**src/rtl/alu_op_sequencer_if.sv**
```systemverilog
// Command and result handshake bundle between the issue logic and alu_op_sequencer.
// The issuer uses the master modport; the sequencer uses the slave modport.
interface alu_op_sequencer_if #(
    parameter int N     = 32,
    parameter int TAG_W = 4
) ();
    logic             in_valid;
    logic             in_ready;
    logic [N-1:0]     in_a;
    logic [N-1:0]     in_b;
    logic [1:0]       in_opcode;
    logic [1:0]       in_fn_class;
    logic [TAG_W-1:0] in_tag;

    logic             res_valid;
    logic             res_ready;
    logic [N-1:0]     res_data;
    logic             res_zero;
    logic             res_ovf;
    logic             res_carry;
    logic [TAG_W-1:0] res_tag;

    modport master (
        output in_valid, in_a, in_b, in_opcode, in_fn_class, in_tag, res_ready,
        input  in_ready, res_valid, res_data, res_zero, res_ovf, res_carry, res_tag
    );

    modport slave (
        input  in_valid, in_a, in_b, in_opcode, in_fn_class, in_tag, res_ready,
        output in_ready, res_valid, res_data, res_zero, res_ovf, res_carry, res_tag
    );
endinterface

```
**src/rtl/alu_op_sequencer.sv**
```systemverilog
// Issues commands to an external combinational ALU, derives flags / set-less-than, and
// returns tagged results through a 2-entry FIFO. Define ALU_SEQ_STATS_EN for op/overflow counters.
module alu_op_sequencer #(
    parameter int N     = 32,
    parameter int TAG_W = 4
) (
    input  logic                 clk,
    input  logic                 rst_n,
    alu_op_sequencer_if.slave    bus,
    output logic [N-1:0]         alu_a_o,
    output logic [N-1:0]         alu_b_o,
    output logic [1:0]           alu_opcode_o,
    output logic [1:0]           alu_fn_class_o,
    input  logic [N-1:0]         alu_out_i,
    input  logic                 alu_c_out_i,
    output logic [31:0]          stat_ops_o,
    output logic [31:0]          stat_ovf_o
);

    typedef enum logic {
        IDLE,
        ISSUE
    } state_t;

    typedef struct packed {
        logic [N-1:0]     data;
        logic             zero;
        logic             ovf;
        logic             carry;
        logic [TAG_W-1:0] tag;
    } entry_t;

    state_t           state_q;
    logic [1:0]       cmdClass_q;
    logic [TAG_W-1:0] cmdTag_q;
    logic [N-1:0]     aluA_q;
    logic [N-1:0]     aluB_q;
    logic [1:0]       aluOpcode_q;
    logic [1:0]       aluFnClass_q;

    entry_t           fifo_q [2];
    logic             rdPtr_q;
    logic             wrPtr_q;
    logic [1:0]       count_q;
    logic [1:0]       count_d;

    logic             accept;
    logic             push;
    logic             pop;
    logic [N-1:0]     bEff;
    logic             sltV;
    entry_t           pushEntry;
    entry_t           head;

    // rst_n gates ready so the issuer sees no space while the block is held in reset.
    assign bus.in_ready = rst_n && (state_q == IDLE) && (count_q != 2'd2);
    assign accept       = bus.in_valid && bus.in_ready;
    assign push         = (state_q == ISSUE);
    assign pop          = (count_q != 2'd0) && bus.res_ready;

    always_ff @(posedge clk or negedge rst_n) begin
        if (!rst_n) begin
            state_q      <= IDLE;
            cmdClass_q   <= 2'b00;
            cmdTag_q     <= '0;
            aluA_q       <= '0;
            aluB_q       <= '0;
            aluOpcode_q  <= 2'b00;
            aluFnClass_q <= 2'b00;
        end else begin
            case (state_q)
                IDLE: begin
                    if (accept) begin
                        aluA_q     <= bus.in_a;
                        aluB_q     <= bus.in_b;
                        cmdClass_q <= bus.in_fn_class;
                        cmdTag_q   <= bus.in_tag;
                        // Set-less-than is evaluated as an ALU subtract.
                        if (bus.in_fn_class == 2'b01) begin
                            aluFnClass_q <= 2'b10;
                            aluOpcode_q  <= 2'b11;
                        end else begin
                            aluFnClass_q <= bus.in_fn_class;
                            aluOpcode_q  <= bus.in_opcode;
                        end
                        state_q <= ISSUE;
                    end
                end
                ISSUE: begin
                    state_q <= IDLE;
                end
                default: begin
                    state_q <= IDLE;
                end
            endcase
        end
    end

    assign alu_a_o        = aluA_q;
    assign alu_b_o        = aluB_q;
    assign alu_opcode_o   = aluOpcode_q;
    assign alu_fn_class_o = aluFnClass_q;

    always_comb begin
        pushEntry = '0;
        bEff      = (aluOpcode_q == 2'b11) ? ({N{1'b0}} - aluB_q) : aluB_q;
        sltV      = (aluA_q[N-1] != aluB_q[N-1]) && (alu_out_i[N-1] != aluA_q[N-1]);
        case (cmdClass_q)
            2'b10: begin
                pushEntry.data  = alu_out_i;
                pushEntry.carry = alu_c_out_i;
                pushEntry.ovf   = (aluA_q[N-1] == bEff[N-1]) && (alu_out_i[N-1] != aluA_q[N-1]);
            end
            2'b01: begin
                pushEntry.data = {{(N-1){1'b0}}, alu_out_i[N-1] ^ sltV};
            end
            default: begin
                pushEntry.data = alu_out_i;
            end
        endcase
        pushEntry.zero = ~|pushEntry.data;
        pushEntry.tag  = cmdTag_q;
    end

    always_comb begin
        count_d = count_q;
        case ({push, pop})
            2'b10:   count_d = count_q + 2'd1;
            2'b01:   count_d = count_q - 2'd1;
            default: count_d = count_q;
        endcase
    end

    always_ff @(posedge clk or negedge rst_n) begin
        if (!rst_n) begin
            for (int i = 0; i < 2; i++) begin
                fifo_q[i] <= '0;
            end
            rdPtr_q <= 1'b0;
            wrPtr_q <= 1'b0;
            count_q <= 2'd0;
        end else begin
            if (push) begin
                fifo_q[wrPtr_q] <= pushEntry;
                wrPtr_q         <= ~wrPtr_q;
            end
            if (pop) begin
                rdPtr_q <= ~rdPtr_q;
            end
            count_q <= count_d;
        end
    end

    assign head          = fifo_q[rdPtr_q];
    assign bus.res_valid = (count_q != 2'd0);
    assign bus.res_data  = head.data;
    assign bus.res_zero  = head.zero;
    assign bus.res_ovf   = head.ovf;
    assign bus.res_carry = head.carry;
    assign bus.res_tag   = head.tag;

`ifdef ALU_SEQ_STATS_EN
    logic [31:0] statOps_q;
    logic [31:0] statOvf_q;

    always_ff @(posedge clk or negedge rst_n) begin
        if (!rst_n) begin
            statOps_q <= 32'd0;
            statOvf_q <= 32'd0;
        end else begin
            if (push) begin
                statOps_q <= statOps_q + 32'd1;
            end
            if (push && pushEntry.ovf) begin
                statOvf_q <= statOvf_q + 32'd1;
            end
        end
    end

    assign stat_ops_o = statOps_q;
    assign stat_ovf_o = statOvf_q;
`else
    assign stat_ops_o = 32'd0;
    assign stat_ovf_o = 32'd0;
`endif

endmodule
```
**src/flat_wrapper.sv**
```systemverilog
// flat-port wrapper written by rule: the top's interface ports become plain ports
module alu_op_sequencer_flat 
#(
    parameter int N     = 32,
    parameter int TAG_W = 4
)
  (clk, rst_n, alu_a_o, alu_b_o, alu_opcode_o, alu_fn_class_o, alu_out_i, alu_c_out_i, stat_ops_o, stat_ovf_o, bus_in_valid, bus_in_a, bus_in_b, bus_in_opcode, bus_in_fn_class, bus_in_tag, bus_res_ready, bus_in_ready, bus_res_valid, bus_res_data, bus_res_zero, bus_res_ovf, bus_res_carry, bus_res_tag);
  alu_op_sequencer_if #(.N(N), .TAG_W(TAG_W)) bus_i ();
  input  logic clk;
  input  logic rst_n;
  output logic [N-1:0] alu_a_o;
  output logic [N-1:0] alu_b_o;
  output logic [1:0] alu_opcode_o;
  output logic [1:0] alu_fn_class_o;
  input  logic [N-1:0] alu_out_i;
  input  logic alu_c_out_i;
  output logic [31:0] stat_ops_o;
  output logic [31:0] stat_ovf_o;
  input wire logic [$bits(bus_i.in_valid)-1:0] bus_in_valid;
  input wire logic [$bits(bus_i.in_a)-1:0] bus_in_a;
  input wire logic [$bits(bus_i.in_b)-1:0] bus_in_b;
  input wire logic [$bits(bus_i.in_opcode)-1:0] bus_in_opcode;
  input wire logic [$bits(bus_i.in_fn_class)-1:0] bus_in_fn_class;
  input wire logic [$bits(bus_i.in_tag)-1:0] bus_in_tag;
  input wire logic [$bits(bus_i.res_ready)-1:0] bus_res_ready;
  output wire logic [$bits(bus_i.in_ready)-1:0] bus_in_ready;
  output wire logic [$bits(bus_i.res_valid)-1:0] bus_res_valid;
  output wire logic [$bits(bus_i.res_data)-1:0] bus_res_data;
  output wire logic [$bits(bus_i.res_zero)-1:0] bus_res_zero;
  output wire logic [$bits(bus_i.res_ovf)-1:0] bus_res_ovf;
  output wire logic [$bits(bus_i.res_carry)-1:0] bus_res_carry;
  output wire logic [$bits(bus_i.res_tag)-1:0] bus_res_tag;
  assign bus_i.in_valid = bus_in_valid;
  assign bus_i.in_a = bus_in_a;
  assign bus_i.in_b = bus_in_b;
  assign bus_i.in_opcode = bus_in_opcode;
  assign bus_i.in_fn_class = bus_in_fn_class;
  assign bus_i.in_tag = bus_in_tag;
  assign bus_i.res_ready = bus_res_ready;
  assign bus_in_ready = bus_i.in_ready;
  assign bus_res_valid = bus_i.res_valid;
  assign bus_res_data = bus_i.res_data;
  assign bus_res_zero = bus_i.res_zero;
  assign bus_res_ovf = bus_i.res_ovf;
  assign bus_res_carry = bus_i.res_carry;
  assign bus_res_tag = bus_i.res_tag;
  alu_op_sequencer #(.N(N), .TAG_W(TAG_W)) u_core (.clk(clk), .rst_n(rst_n), .bus(bus_i), .alu_a_o(alu_a_o), .alu_b_o(alu_b_o), .alu_opcode_o(alu_opcode_o), .alu_fn_class_o(alu_fn_class_o), .alu_out_i(alu_out_i), .alu_c_out_i(alu_c_out_i), .stat_ops_o(stat_ops_o), .stat_ovf_o(stat_ovf_o));
endmodule
```
**config.mk**
```make
export PLATFORM = sky130hd
export DESIGN_NAME = alu_op_sequencer_flat
export DESIGN_NICKNAME = d
export VERILOG_FILES = /design/src/rtl/alu_op_sequencer_if.sv /design/src/rtl/alu_op_sequencer.sv /design/src/flat_wrapper.sv
export SDC_FILE = /design/constraint.sdc
export NUM_CORES = 1
export LEC_CHECK = 0
export CAP_MARGIN = 20
export CORE_MARGIN = 4
export CORE_UTILIZATION = 44
export CTS_BUF_LIST = sky130_fd_sc_hd__clkbuf_8 sky130_fd_sc_hd__clkbuf_16
export CTS_CLUSTER_DIAMETER = 120
export DETAILED_ROUTE_END_ITERATION = 7
export PLACE_DENSITY = 0.78
export SLEW_MARGIN = 25
export SYNTH_ARGS = -nofsm -noshare
export SYNTH_HDL_FRONTEND = slang
export SYNTH_SLANG_ARGS = --single-unit
```
**constraint.sdc**
```tcl
create_clock -name clk -period 1.8 [get_ports clk]
set_input_delay 0.27 -clock clk [delete_from_list [all_inputs] [get_ports clk]]
set_output_delay 0.27 -clock clk [all_outputs]
set_load 0.02 [all_outputs]
```
==> impl_summary.log <==
[metrics] cell at the root of the clock tree: sky130_fd_sc_hd__clkbuf_16
[metrics] sequential element share of the synthesized area: 55.8%
[metrics] Num Clock Sinks: 157
[metrics] multi-input combinational cell area: 0.00280 mm²
[metrics] path type of the worst setup path: flip-flop to primary output
[metrics] TritonCTS clock tree: built
[metrics] summed instance area of the synthesized netlist: 0.00705 mm²
[metrics] final-layout worst hold slack: 0.0273 ns
[metrics] final worst-path cycle share: 105%
[metrics] post-DR wirelength/cell: 16.9 µm
[metrics] main combinational cell family by area after synthesis: multiplexers
[metrics] area of the core: 0.0154 mm²
[metrics] Simple-Gate Fraction of Synth Area: 9.59%
[metrics] Longest Clk Path Bufs: 2
[metrics] headroom to the max-slew limit: a little under half
[metrics] initial standard-cell utilization of the core: a little under half
[metrics] outcome: complete, but fails checks
[metrics] Post-Synthesis Cells: 617
[metrics] DRC: 0
[metrics] placed instance count: 1,033
[metrics] endpoints failing setup: 33
[metrics] Synth Area in XOR/XNOR: 0.622%
[metrics] most area-consuming cells after synthesis: sky130_fd_sc_hd__dfrtp_1 56%, sky130_fd_sc_hd__mux2_2 19%, sky130_fd_sc_hd__buf_4 6.8%
[metrics] Post-Route Skew: 0.00785 ns
[metrics] initial antenna violation count: 0
[metrics] latest clock arrival within the worst-skew pair: 0.41 ns
[metrics] number of CTS-inserted buffers: 17
[metrics] depth of the CTS H-tree: 4
[metrics] RSZ-0062 raised after global routing: yes
[metrics] logic depth of the worst register-to-register path: 5
[metrics] die height: ~130 µm
[metrics] final max-slew violation count: 0
[metrics] aggregate routed wire length: between 15,000 and 20,000 µm
[metrics] share of post-route cells with drive strength above 1: 26.0%
[metrics] Worst-Margin Slew: 0.819 ns
[metrics] crit path launch type: flip-flop
[metrics] IO Pins: 282
[metrics] FF+latch count, synth: 157
[metrics] std cell rows: 45
[metrics] violations in the final reports: negative setup slack
[metrics] number of violations of the max-capacitance limit: 0
[metrics] mux contribution to synthesized area: 18.9%
[metrics] crit path capture type: primary output
[metrics] Adder-Cell Fraction of Synth Area: 0.320%
[metrics] Non-Filler Instances: 1,071
[metrics] Die Wd: around 130 µm
[metrics] area enclosed by the die boundary: 0.0181 mm²
[metrics] via count: 5,080
[metrics] DR iter-0 viols: 166
[metrics] number of warning messages in the yosys log: 0
[metrics] most area-hungry cell type in the Yosys netlist: sky130_fd_sc_hd__dfrtp_1
[metrics] number of buffers added on ports: 217
[metrics] Post-DP HPWL: approximately 13,000 µm
[metrics] PnR worst setup slack: -0.0948 ns
[metrics] Total Routing Usage GR: 19.7%
[metrics] highest clock frequency the design can meet: 528 MHz
[metrics] reg-to-reg setup timing slack: 0.16 ns
[metrics] vias per inst: ~4.7
[metrics] Final Net Count: 958
[metrics] GR Overflow Total: 0
[metrics] data required time at the worst endpoint: 1.53 ns
[metrics] share of the synthesized area in compound gates (AO/OA/AOI/OAI): about 5.7%
[metrics] power density relative to cell area: 1900 mW/mm²
[metrics] data arrival time at the worst-slack endpoint: 1.62 ns
[metrics] reported leakage power: approximately 4.6 nW
[metrics] number of hold violations in the final report: 0
[metrics] total met3 wirelength after detailed routing: roughly 1900 µm
[metrics] final worst path period need: 1.89 ns
[metrics] largest net degree at the start of global routing: 158
[metrics] DRT met1 WL: 7000 µm
[metrics] 1st-pass router iterations: 4
[metrics] weighted congestion reported at the end of routability-driven placement: 0.780
[metrics] Distinct cells, synth: 31
[metrics] number of global-route vias before repair: 5,389
[metrics] crit path max fanout: 8
[metrics] topmost layer with routed signal wires: met4
[metrics] mean instance size in the synthesized netlist: 11.4 µm²
[metrics] antenna violation net count after detailed routing: 0
[metrics] total power of the final layout: 0.0192 W
[metrics] number of inserted diodes: 0
[metrics] met2 wire length: roughly 9100 µm
[metrics] Yosys top cell area share: 55.8%
[metrics] FF/Latch Area: 0.00393 mm²
[metrics] number of fill cells: around 1.3k
[metrics] clock slew at the register clock pins of the worst setup and hold paths: 0.06 ns
[metrics] Layout Area Growth over Synthesis: 43.1%
[metrics] Hold Path Class: input pin to async pin
[metrics] largest voltage drop on the vdd net: 0.00125 V
[metrics] wire length of the first global-routing pass: 28,000 µm
## through the flow
step / setup WS [ns] / TNS (ns) / utilization, % / cell area, µm²
after floorplan: 0.213 / 0 / - / 7280
after CTS: -0.195 / -3.41 / 64.0 / 9870
after global routing: -0.147 / -3.65 / 65.3 / 10100
after global placement: -0.0686 / -0.133 / 60.6 / 9350
final: -0.0948 / -1.75 / 65.3 / 10100
after detailed placement: -0.0629 / -0.114 / 60.6 / 9350
## synth_stat cells
library cell	n
sky130_fd_sc_hd__dfrtp_1	157
sky130_fd_sc_hd__ha_1	1
sky130_fd_sc_hd__and2_1	1
sky130_fd_sc_hd__xnor2_1	2
sky130_fd_sc_hd__nand4_1	4
sky130_fd_sc_hd__nand3b_1	2
sky130_fd_sc_hd__conb_1	1
sky130_fd_sc_hd__xor2_1	3
sky130_fd_sc_hd__nand2_1	109
sky130_fd_sc_hd__buf_4	64
sky130_fd_sc_hd__nor2b_1	2
sky130_fd_sc_hd__inv_1	3
sky130_fd_sc_hd__nor4_1	14
sky130_fd_sc_hd__clkbuf_1	18
sky130_fd_sc_hd__nor2_1	8
sky130_fd_sc_hd__o211a_1	1
sky130_fd_sc_hd__mux2i_1	1
sky130_fd_sc_hd__mux2_4	1
sky130_fd_sc_hd__maj3_1	1
sky130_fd_sc_hd__nor3_1	6
sky130_fd_sc_hd__or2_2	2
sky130_fd_sc_hd__o211ai_1	1
sky130_fd_sc_hd__buf_2	8
sky130_fd_sc_hd__o21ai_0	77
sky130_fd_sc_hd__nand3_1	3
sky130_fd_sc_hd__buf_1	4
sky130_fd_sc_hd__buf_6	2
sky130_fd_sc_hd__mux2_2	116
sky130_fd_sc_hd__nand2_2	1
sky130_fd_sc_hd__and3_2	1
sky130_fd_sc_hd__nand2b_1	3
## cells by family (layout without fill, tap and decap cells)
logic type,after synthesis,after routing
fa+ha+maj,2,2
buf+inv,99,279
mux,118,118
simple gates,156,156
xor+xnor,5,5
flops,157,157
other cells,1,64
compound gates,79,79
## state kept, by name, summed over array words and instances (netlist names)
| signal | flops |
|---|---|
| u_core.count_q | 2 |
| u_core.rdPtr_q | 1 |
| u_core.alu_opcode_o | 2 |
| u_core.alu_fn_class_o | 2 |
| u_core.cmdClass_q | 2 |
| u_core.cmdTag_q | 4 |
| u_core.wrPtr_q | 1 |
| u_core.alu_a_o | 32 |
| u_core.push | 1 |
| u_core.alu_b_o | 32 |
| u_core.fifo_q | 78 |
## layout make-up
class	instances	share of cell area [%]
flip-flops and latches	157	39.0
multi-input cells	424	27.8
repair buffers	245	24.5
clock buffers	18	4.36
well taps	211	2.62
clock inverters	13	1.64
inverters	3	0.112
## what timing repair did
action,4_1_cts,5_1_grt
pin swaps,0,0
buffers inserted,2,3
gates cloned,0,2
hold buffers,0,0
endpoints found under the setup margin,43,44
resized for setup,138,96
## worst max-delay path: stages, from the launching register on
cell                        delay, ns
sky130_fd_sc_hd__dfrtp_2         0.45
sky130_fd_sc_hd__buf_6           0.15
sky130_fd_sc_hd__clkbuf_16       0.17
sky130_fd_sc_hd__mux2_4          0.31
sky130_fd_sc_hd__buf_6           0.13
## per-layer routing
metal | global-route usage [%] | vias up
met5 | 0 | -
met4 | 4.02 | 0
met3 | 10.5 | 11
met2 | 33.0 | 172
met1 | 22.7 | 2461
li1 | - | 2436
## layout by cell type (no fill, tap or decap), types with 3 or more instances in the layout
master,n
sky130_fd_sc_hd__dlygate4sd2_1,3
sky130_fd_sc_hd__o21ai_0,77
sky130_fd_sc_hd__conb_1,64
sky130_fd_sc_hd__inv_1,3
sky130_fd_sc_hd__nand4_1,4
sky130_fd_sc_hd__nor3_1,6
sky130_fd_sc_hd__nand3_1,3
sky130_fd_sc_hd__buf_12,7
sky130_fd_sc_hd__nor4_1,14
sky130_fd_sc_hd__mux2_4,20
sky130_fd_sc_hd__clkdlybuf4s50_1,170
sky130_fd_sc_hd__buf_4,23
sky130_fd_sc_hd__clkinvlp_4,4
sky130_fd_sc_hd__mux2_2,97
sky130_fd_sc_hd__clkbuf_16,19
sky130_fd_sc_hd__nand2_1,108
sky130_fd_sc_hd__dlymetal6s2s_1,3
sky130_fd_sc_hd__buf_6,24
sky130_fd_sc_hd__buf_2,7
sky130_fd_sc_hd__clkbuf_2,5
sky130_fd_sc_hd__nor2_1,8
sky130_fd_sc_hd__xor2_1,3
sky130_fd_sc_hd__bufinv_16,3
sky130_fd_sc_hd__dfrtp_1,156
## final timing paths
kind                                                 end                     startpoint
hold / removal              u_core.fifo_q[5]$_DFFE_PN0P_                          rst_n
setup / recovery                          bus_res_tag[2]     u_core.rdPtr_q$_DFFE_PN0P_
hold reg to reg            u_core.fifo_q[13]$_DFFE_PN0P_  u_core.fifo_q[13]$_DFFE_PN0P_
setup reg to reg           u_core.count_q[1]$_DFFE_PN0P_  u_core.count_q[1]$_DFFE_PN0P_
min in group clk            u_core.fifo_q[4]$_DFFE_PN0P_                    alu_c_out_i
max in group asynchronous     u_core.rdPtr_q$_DFFE_PN0P_                          rst_n
## power by group
part	internal, W	leakage, nW	switching [W]
Combinational	0.00471	2.44	0.00450
Sequential	0.00523	1.91	0.00109
Clock	0.00222	0.285	0.00142
Note: power is estimated with default switching activity, not from simulation.
